===== src/rtl/scope_pkg.sv =====
// Shared widths, screen geometry and colour constants for the scope trace renderer.
package scope_pkg;

  localparam int unsigned DATA_W    = 14;
  localparam int unsigned COORD_W   = 11;
  localparam int unsigned H_ACTIVE  = 800;
  localparam int unsigned V_ACTIVE  = 480;
  localparam int unsigned Y_SHIFT   = 5;
  localparam int unsigned GRID_STEP = 50;

  typedef struct packed {
    logic [7:0] r;
    logic [7:0] g;
    logic [7:0] b;
  } rgb_t;

  localparam rgb_t TRACE_RGB = '{r: 8'd0,  g: 8'd255, b: 8'd0};
  localparam rgb_t GRID_RGB  = '{r: 8'd64, g: 8'd64,  b: 8'd64};
  localparam rgb_t BG_RGB    = '{r: 8'd0,  g: 8'd0,   b: 8'd0};

endpackage


===== src/rtl/scope_row_mapper.sv =====
// Maps a buffer sample to a screen row: shift down, clamp to the visible range, invert.
module scope_row_mapper
  import scope_pkg::*;
(
  input  logic [DATA_W-1:0]  sample,
  output logic [COORD_W-1:0] row_c
);

  logic [COORD_W-1:0] scaled;
  logic [COORD_W-1:0] clamped;

  always_comb begin
    scaled  = COORD_W'(sample >> Y_SHIFT);
    clamped = (scaled > COORD_W'(V_ACTIVE - 1)) ? COORD_W'(V_ACTIVE - 1) : scaled;
    row_c   = COORD_W'(V_ACTIVE - 1) - clamped;
  end

endmodule


===== src/rtl/scope_trace_renderer.sv =====
// Three-stage pixel pipeline: column fetch, sample return, row mapping and colouring.
// Optional background grid enabled by defining SCOPE_GRID_EN.
module scope_trace_renderer
  import scope_pkg::*;
(
  input  logic               clock,
  input  logic               reset,
  input  logic [COORD_W-1:0] pixelX,
  input  logic [COORD_W-1:0] pixelY,
  input  logic               pixelValid,
  output logic [COORD_W-1:0] screenX,
  input  logic [DATA_W-1:0]  screenData,
  output logic [7:0]         red,
  output logic [7:0]         green,
  output logic [7:0]         blue,
  output logic               pixelOutValid
);

  logic [COORD_W-1:0] s1_x, s1_y, s2_x, s2_y;
  logic               s1_v, s2_v;
  logic [COORD_W-1:0] prev_y;
  logic               prev_v;

  logic [COORD_W-1:0] cur_y_c;
  logic [COORD_W-1:0] prev_sel_c, lo_c, hi_c;
  logic               lit_c;
  rgb_t               pix_rgb_c;

`ifdef SCOPE_GRID_EN
  localparam int unsigned GW = $clog2(GRID_STEP);
  logic [GW-1:0] gx_cnt, gy_cnt, gx_now_c, gy_now_c;
  logic          s1_grid, s2_grid;

  // Raster-order wrap counters stand in for coordinate mod GRID_STEP
  always_comb begin
    gx_now_c = (pixelX == '0 || gx_cnt == GW'(GRID_STEP - 1)) ? '0 : gx_cnt + GW'(1);
    gy_now_c = gy_cnt;
    if (pixelX == '0)
      gy_now_c = (pixelY == '0 || gy_cnt == GW'(GRID_STEP - 1)) ? '0 : gy_cnt + GW'(1);
  end

  always_ff @(posedge clock or negedge reset) begin
    if (!reset) begin
      gx_cnt  <= '0;
      gy_cnt  <= '0;
      s1_grid <= 1'b0;
      s2_grid <= 1'b0;
    end else begin
      if (pixelValid) begin
        gx_cnt <= gx_now_c;
        gy_cnt <= gy_now_c;
      end
      s1_grid <= (gx_now_c == '0) || (gy_now_c == '0);
      s2_grid <= s1_grid;
    end
  end
`endif

  // S1 issues the column, S2 waits for the registered buffer read
  always_ff @(posedge clock or negedge reset) begin
    if (!reset) begin
      screenX <= '0;
      s1_x    <= '0;
      s1_y    <= '0;
      s1_v    <= 1'b0;
      s2_x    <= '0;
      s2_y    <= '0;
      s2_v    <= 1'b0;
    end else begin
      screenX <= (pixelX > COORD_W'(H_ACTIVE - 1)) ? COORD_W'(H_ACTIVE - 1) : pixelX;
      s1_x    <= pixelX;
      s1_y    <= pixelY;
      s1_v    <= pixelValid;
      s2_x    <= s1_x;
      s2_y    <= s1_y;
      s2_v    <= s1_v;
    end
  end

  scope_row_mapper u_row_mapper (
    .sample (screenData),
    .row_c  (cur_y_c)
  );

  // Segment between previous and current column rows; a line start draws a single pixel
  always_comb begin
    prev_sel_c = (prev_v && s2_x != '0) ? prev_y : cur_y_c;
    lo_c       = (prev_sel_c < cur_y_c) ? prev_sel_c : cur_y_c;
    hi_c       = (prev_sel_c < cur_y_c) ? cur_y_c : prev_sel_c;
    lit_c      = s2_v && (s2_y >= lo_c) && (s2_y <= hi_c);
    pix_rgb_c  = BG_RGB;
`ifdef SCOPE_GRID_EN
    if (s2_grid) pix_rgb_c = GRID_RGB;
`endif
    if (lit_c) pix_rgb_c = TRACE_RGB;
    if (!s2_v) pix_rgb_c = '0;
  end

  // S3 output registers and trace history
  always_ff @(posedge clock or negedge reset) begin
    if (!reset) begin
      red           <= '0;
      green         <= '0;
      blue          <= '0;
      pixelOutValid <= 1'b0;
      prev_y        <= '0;
      prev_v        <= 1'b0;
    end else begin
      red           <= pix_rgb_c.r;
      green         <= pix_rgb_c.g;
      blue          <= pix_rgb_c.b;
      pixelOutValid <= s2_v;
      prev_v        <= s2_v;
      if (s2_v) prev_y <= cur_y_c;
    end
  end

endmodule


===== config.mk =====
export PLATFORM = sky130hd
export DESIGN_NAME = scope_trace_renderer
export DESIGN_NICKNAME = d
export VERILOG_FILES = /design/src/rtl/scope_pkg.sv /design/src/rtl/scope_row_mapper.sv /design/src/rtl/scope_trace_renderer.sv
export SDC_FILE = /design/constraint.sdc
export NUM_CORES = 1
export LEC_CHECK = 0
export ABC_AREA = 0
export BUFFER_PORTS_ARGS = -buffer_cell sky130_fd_sc_hd__clkbuf_2
export CORE_MARGIN = 2
export CORE_UTILIZATION = 48
export DETAILED_ROUTE_END_ITERATION = 8
export PLACE_DENSITY = 0.74
export SLEW_MARGIN = 20
export SYNTH_ARGS = -nofsm -noshare
export SYNTH_HDL_FRONTEND = slang
export SYNTH_SLANG_ARGS = --single-unit

===== constraint.sdc =====
create_clock -name clock -period 3.7 [get_ports clock]
set_input_delay 0.555 -clock clock [delete_from_list [all_inputs] [get_ports clock]]
set_output_delay 0.555 -clock clock [all_outputs]
set_load 0.02 [all_outputs]

# Yosys cells after proc, flatten, opt, wreduce, memory -nomap -nowiden
# Index checks and enable logic that the tools add are counted.
word_totals:
  register_bits: 93
  latchBits: 0
  mem_bits_rw: 0
  romBits: 0
  wordCells: 29
  mem_count: 0
op_classes:
  n_addsub: 1
  n_mul: 0
  n_div: 0
  magnitude_cmp: 5
  eq_ne: 0
  n_shift: 0
  muxes: 7
  bitwise_logic: 0
  n_reduce_logical: 4
ops:
  columns: ["operator", "count"]
  rows:
  - ["2-to-1 mux 11 bit", 4]
  - ["2-to-1 mux 16 bit", 2]
  - [">= comparator 11 bit", 1]
  - ["> comparator 11 x 10 -> 1 bit (second input constant)", 1]
  - ["less-or-equal comparator 11 bit", 1]
  - ["less-than comparator 11 bit", 1]
  - ["nonzero test 11 bit", 1]
  - ["subtractor 9 x 9 -> 10 bit (first input constant)", 1]
  - ["> comparator 9 bit (second input constant)", 1]
  - ["2-to-1 mux 9 bit", 1]
  - ["logical AND 1 bit", 3]

# Depth between registers and ports, before layout
depth:
  word_depth: 11
  mapped_depth: 20
  depth_no_buf: 19

# Modules after synthesis
# A second synthesis with hierarchy kept.
unflattened:
  hier_cells: 279
  hier_area_um2: 3359.5
modules_own_cells:
  columns: ["mod", "instances", "cells_per_inst", "area_per_inst_um2", "seq_area_each_um2"]
  rows:
  - ["scope_trace_renderer", 1, 264, 3269.4, 1751.7]
  - ["scope_row_mapper", 1, 15, 90.1, 0.0]

# Worst setup path after synthesis
# Ideal clock, no wire load.
synth_path:
  path_kind: "register to register"
  start: "register s2_x[2]"
  end: "register green[6]"
  arrival_ns: 3.813
  required_time_ns: 3.606
  setup_slack_ns: -0.207
  path_stages_with_launch: 20
  path_buffers: 3
  period_less_slack_ns: 3.907
  path_cell_list: "dfrtp_1 > nor4_1 > nand2_1 > o41a_1 > buf_6 > buf_4 > nand2_1 > o21ai_0 > ha_1 > nand3_1 > nor2_1 > o2111ai_1 > a21oi_1 > buf_4 > mux2i_1 > ha_1 > a211oi_1 > o221ai_1 > a221o_1 > a211oi_1"
synth_between:
  elab_chain_cells: 10
synth_rtl:
  columns: ["item", "line", "rtl"]
  rows:
  - ["start: declaration", "scope_trace_renderer.sv:19", "logic [COORD_W-1:0] s1_x, s1_y, s2_x, s2_y;"]
  - ["start signal: assignment", "scope_trace_renderer.sv:66", "s2_x <= '0;"]
  - ["start signal: assignment", "scope_trace_renderer.sv:74", "s2_x <= s1_x;"]
  - ["nonzero test 11 bit (*)", "scope_trace_renderer.sv:87", "prev_sel_c = (prev_v && s2_x != '0) ? prev_y : cur_y_c;"]
  - ["logical AND 1 bit (*)", "scope_trace_renderer.sv:87", null]
  - ["2-to-1 mux 11 bit (*)", "scope_trace_renderer.sv:87", null]
  - ["less-than comparator 11 bit", "scope_trace_renderer.sv:88, scope_trace_renderer.sv:89", null]
  - ["2-to-1 mux 11 bit", "scope_trace_renderer.sv:88", "lo_c = (prev_sel_c < cur_y_c) ? prev_sel_c : cur_y_c;"]
  - [">= comparator 11 bit", "scope_trace_renderer.sv:90", "lit_c = s2_v && (s2_y >= lo_c) && (s2_y <= hi_c);"]
  - ["logical AND 1 bit", "scope_trace_renderer.sv:90", null]
  - ["logical AND 1 bit (*)", "scope_trace_renderer.sv:90", null]
  - ["2-to-1 mux 16 bit (*)", "scope_trace_renderer.sv:95", "if (lit_c) pix_rgb_c = TRACE_RGB;"]
  - ["2-to-1 mux 16 bit (*)", "scope_trace_renderer.sv:96", "if (!s2_v) pix_rgb_c = '0;"]
  - ["end signal: assignment", "scope_trace_renderer.sv:110", "green <= pix_rgb_c.g;"]
  - ["end: declaration", "scope_trace_renderer.sv:14", "output logic [7:0] green,"]
# Every way passes the cells marked *; elsewhere a longest branch is shown, timed or not.
# A chain may end at the register's enable or synchronous reset.

# Worst setup path in the final report
# Ends and elaborated chain as after synthesis.

==> results.tsv <==
stage	metric	value	unit
status	status	finished with violations	
status	violations	setup timing	
timing	drv_slew	0	
global_route	grt_util_met3	3.333	%
synth	synthCells	267	
synth	synth_common_cells	dfrtp_1 (69), ha_1 (32), buf_4 (25)	
pwr	finalPower	1.887	mW
global_route	grt_use_total	16.73	%
timing	finalHoldViolations	0	
clock_tree	clock-root-buffer	clkbuf_8	
clock_tree	cts.sinks	69	
pwr	p_per_area	472.4	nW/um^2
critical_path	end_kind	flip-flop	
placement	place_hpwl	4.359	mm
synth	synth-seq-area-share	53.08	%
global_route	antenna_found_initial	0	
job	cap_violations	0	
clock_tree	post_cts_buffers	0	
critical_path	criticalPathCategory	flip-flop to flip-flop	
clock_tree	h-tree-depth	3	
hold_path	hold_path_class	input pin to asynchronous set/reset pin	
global_route	grt-busiest-layer	met2	
floorplan	start_util	48.69	%
finish	nets	419	
global_route	use_met2	27.83	%
timing	finalSetupViolCount	1	
synth	synth_edf_count	0	
timing	layout_setup_ws	-0.2931	ns
detailed_routing	drcViolationCount	0	
floorplan	ioPinCount	75	
critical_path	cp_data_arrival_time	4.24	ns
critical_path	r2r-end	green[6]$_DFF_PN0_	
critical_path	critPathRequiredTime	3.94	ns
critical_path	reg2reg_from	s2_x[2]$_DFF_PN0_	
synth	synthArstFlopShare	100.0	%
floorplan	coreArea	6681	um^2
synth	synth_ff_type	dfrtp_1	
clock_tree	clk_latency	0.34	ns
global_route	use_met1	21.51	%
critical_path	crit_fanout	16	
pwr	static-leakage-power	1.978	nW
floorplan	die_w	86.33	um
synth	yosys.cell_count.top_type	dfrtp_1	
synth	ys_ff_latch	69	
clock_tree	cts_tree	built	
finish	antennaDiodeCount	0	
finish	area_growth	22.81	%
clock_tree	cts_max_path_buffers	2	
synth	ys_warn_count	0	
global_route	grt_max_degree	48	
timing	fmax	0.2504	GHz
critical_path	reg2reg_slack	-0.29	ns
finish	fin_util	59.79	%
finish	drive_gt1_share	35.41	%
detailed_routing	wl_per_cell	13.37	um
synth	yosys.area.top_type	dfrtp_1	
detailed_routing	drtIter0Drc	142	
clock_tree	clkTransAtPathRegs	0.07	ns
global_route	grt_pass1_vias	2079	
timing	skew	0.006011	ns
detailed_routing	vias_per_cell	4.958	
timing	layout_min_cycle_time	3.993	ns
placement	gp_congestion	0.8170	
clock_tree	numCtsBuffers	9	
timing	setup_tns	-0.2931	ns
synth	netlist-cell-type-count	37	
detailed_routing	drt_first_pass_iters	4	
timing	tightest_slew	0.5938	ns
synth	avgSynthCellArea	12.18	um^2
detailed_routing	wirelength	5.790	mm
clock_tree	cts_hold_buffers	0	
floorplan	die_area	7452	um^2
global_route	grt_pass1_wl	9.653	mm
detailed_routing	ant_nets	0	
synth	syn-cell-area	3253	um^2
critical_path	start_kind	flip-flop	
synth	synth_area_leaders	dfrtp_1 (53%), ha_1 (12%), mux2i_1 (6.2%)	
timing	rsz0062_at_grt	true	
synth	synth_top_area_share	53.08	%
detailed_routing	vias	2147	
floorplan	rows	30	
global_route	grt_overflow	0	
floorplan	die_y	86.33	um
placement	port_buffers	53	
critical_path	r2r_cells	19	
timing	slew_headroom	60.23	%
timing	finalCritPeriodShare	107.9	%
pwr	peakVddDrop	493.3	uV
-- cells by family (layout without fill, tap and decap cells) --
family | count (synthesis) | in the layout | share of synthesized area (%)
AOI/OAI and AO/OA | 44 | 44 | 8.769
DFF | 69 | 69 | 53.08
muxes | 29 | 29 | 9.269
buffers and inverters | 43 | 113 | 8.308
and+or+nand+nor | 48 | 48 | 7.885
xor gates and xnor gates | 1 | 1 | 0.2693
adders and majority gates | 32 | 32 | 12.31
other | 1 | 17 | 0.1153
-- worst max-delay path: stages (launching register included) --
cell,delay (ns)
dfrtp_1,0.37
nor4_2,0.26
nand2_1,0.12
o41a_1,0.34
buf_6,0.16
nand2_2,0.06
o21ai_1,0.07
ha_1,0.33
nand3_2,0.10
o211ai_1,0.21
a21oi_2,0.08
a21oi_2,0.23
buf_6,0.17
mux2i_1,0.22
ha_1,0.28
buf_4,0.15
o21ai_0,0.09
a21oi_1,0.10
a221o_1,0.35
a211oi_2,0.21
-- final cells by class --
type | count | area, um^2
multi-input combinational | 171 | 1383
sequential | 69 | 1727
inverter | 14 | 52.55
clock inverter | 6 | 93.84
tap | 80 | 100.1
clock buffer | 10 | 137.6
fill | 555 | 2686
timing repair buffer | 83 | 501.7
-- worst max-delay path by stage --
stage	slack, ns	cells past startpoint	end	startpoint
final	-0.29	19	green[6]$_DFF_PN0_	s2_x[2]$_DFF_PN0_
after global routing	-0.54	17	green[6]$_DFF_PN0_	s2_x[5]$_DFF_PN0_
after CTS	-0.33	18	green[6]$_DFF_PN0_	s2_x[2]$_DFF_PN0_
after detailed placement	-0.53	20	green[6]$_DFF_PN0_	screenData[13]
after global placement	-0.37	20	green[6]$_DFF_PN0_	screenData[13]
after floorplan	-0.09	19	green[6]$_DFF_PN0_	s2_x[5]$_DFF_PN0_
-- metrics by stage --
stage	std cells	cell area [um^2]	hold slack (ns)	setup WS, ns
finish	433	3995	0.1763	-0.2931
global route	433	3995	0.2078	-0.5361
CTS	433	3974	0.1803	-0.3292
detailed placement	416	3706	0.3347	-0.5347
global placement	416	3706	0.3318	-0.3722
floorplan	283	3341	0.2594	-0.08842
-- routing by layer --
metal,vias up,share of wire [%]
met3,10,3.1
li1,1073,-
met5,-,0
met1,1023,44
met4,0,1.8
met2,41,51
-- power by group --
part	internal, mW	switching [mW]	leakage, nW	total [mW]
logic	0.172	0.200	1.06	0.372
registers	0.799	0.0302	0.803	0.829
clock network	0.403	0.282	0.113	0.686
total	1.37	0.512	1.98	1.89
-- cell usage in the layout, fill, tap and decap left out, types with 3 or more instances in the layout --
master	instances
a31oi_1	3
or3_1	3
mux2i_1	18
and2_1	3
buf_6	3
nand3_1	3
clkbuf_8	10
a21oi_2	3
mux2_2	9
o211ai_1	3
nand4_1	4
inv_1	14
o21ai_0	11
a21o_1	3
conb_1	17
nor2_1	4
ha_1	32
dfrtp_1	69
a21oi_1	6
nand2_1	12
clkbuf_2	52
buf_4	27
nand2b_1	8
-- flip-flops by register name, summed over array words and instances, names as in the netlist --
signal / cells
s1_v: 1
s1_x: 11
green: 1
screenX: 11
s2_v: 1
s1_y: 11
s2_y: 11
s2_x: 11
prev_y: 10
pixelOutValid: 1
-- repair_timing --
action	CTS	global route
gates cloned	1	0
pin swaps	8	4
resized for setup	12	6
setup endpoints to repair	1	1
No activity file was read; power rests on OpenSTA's default activity.
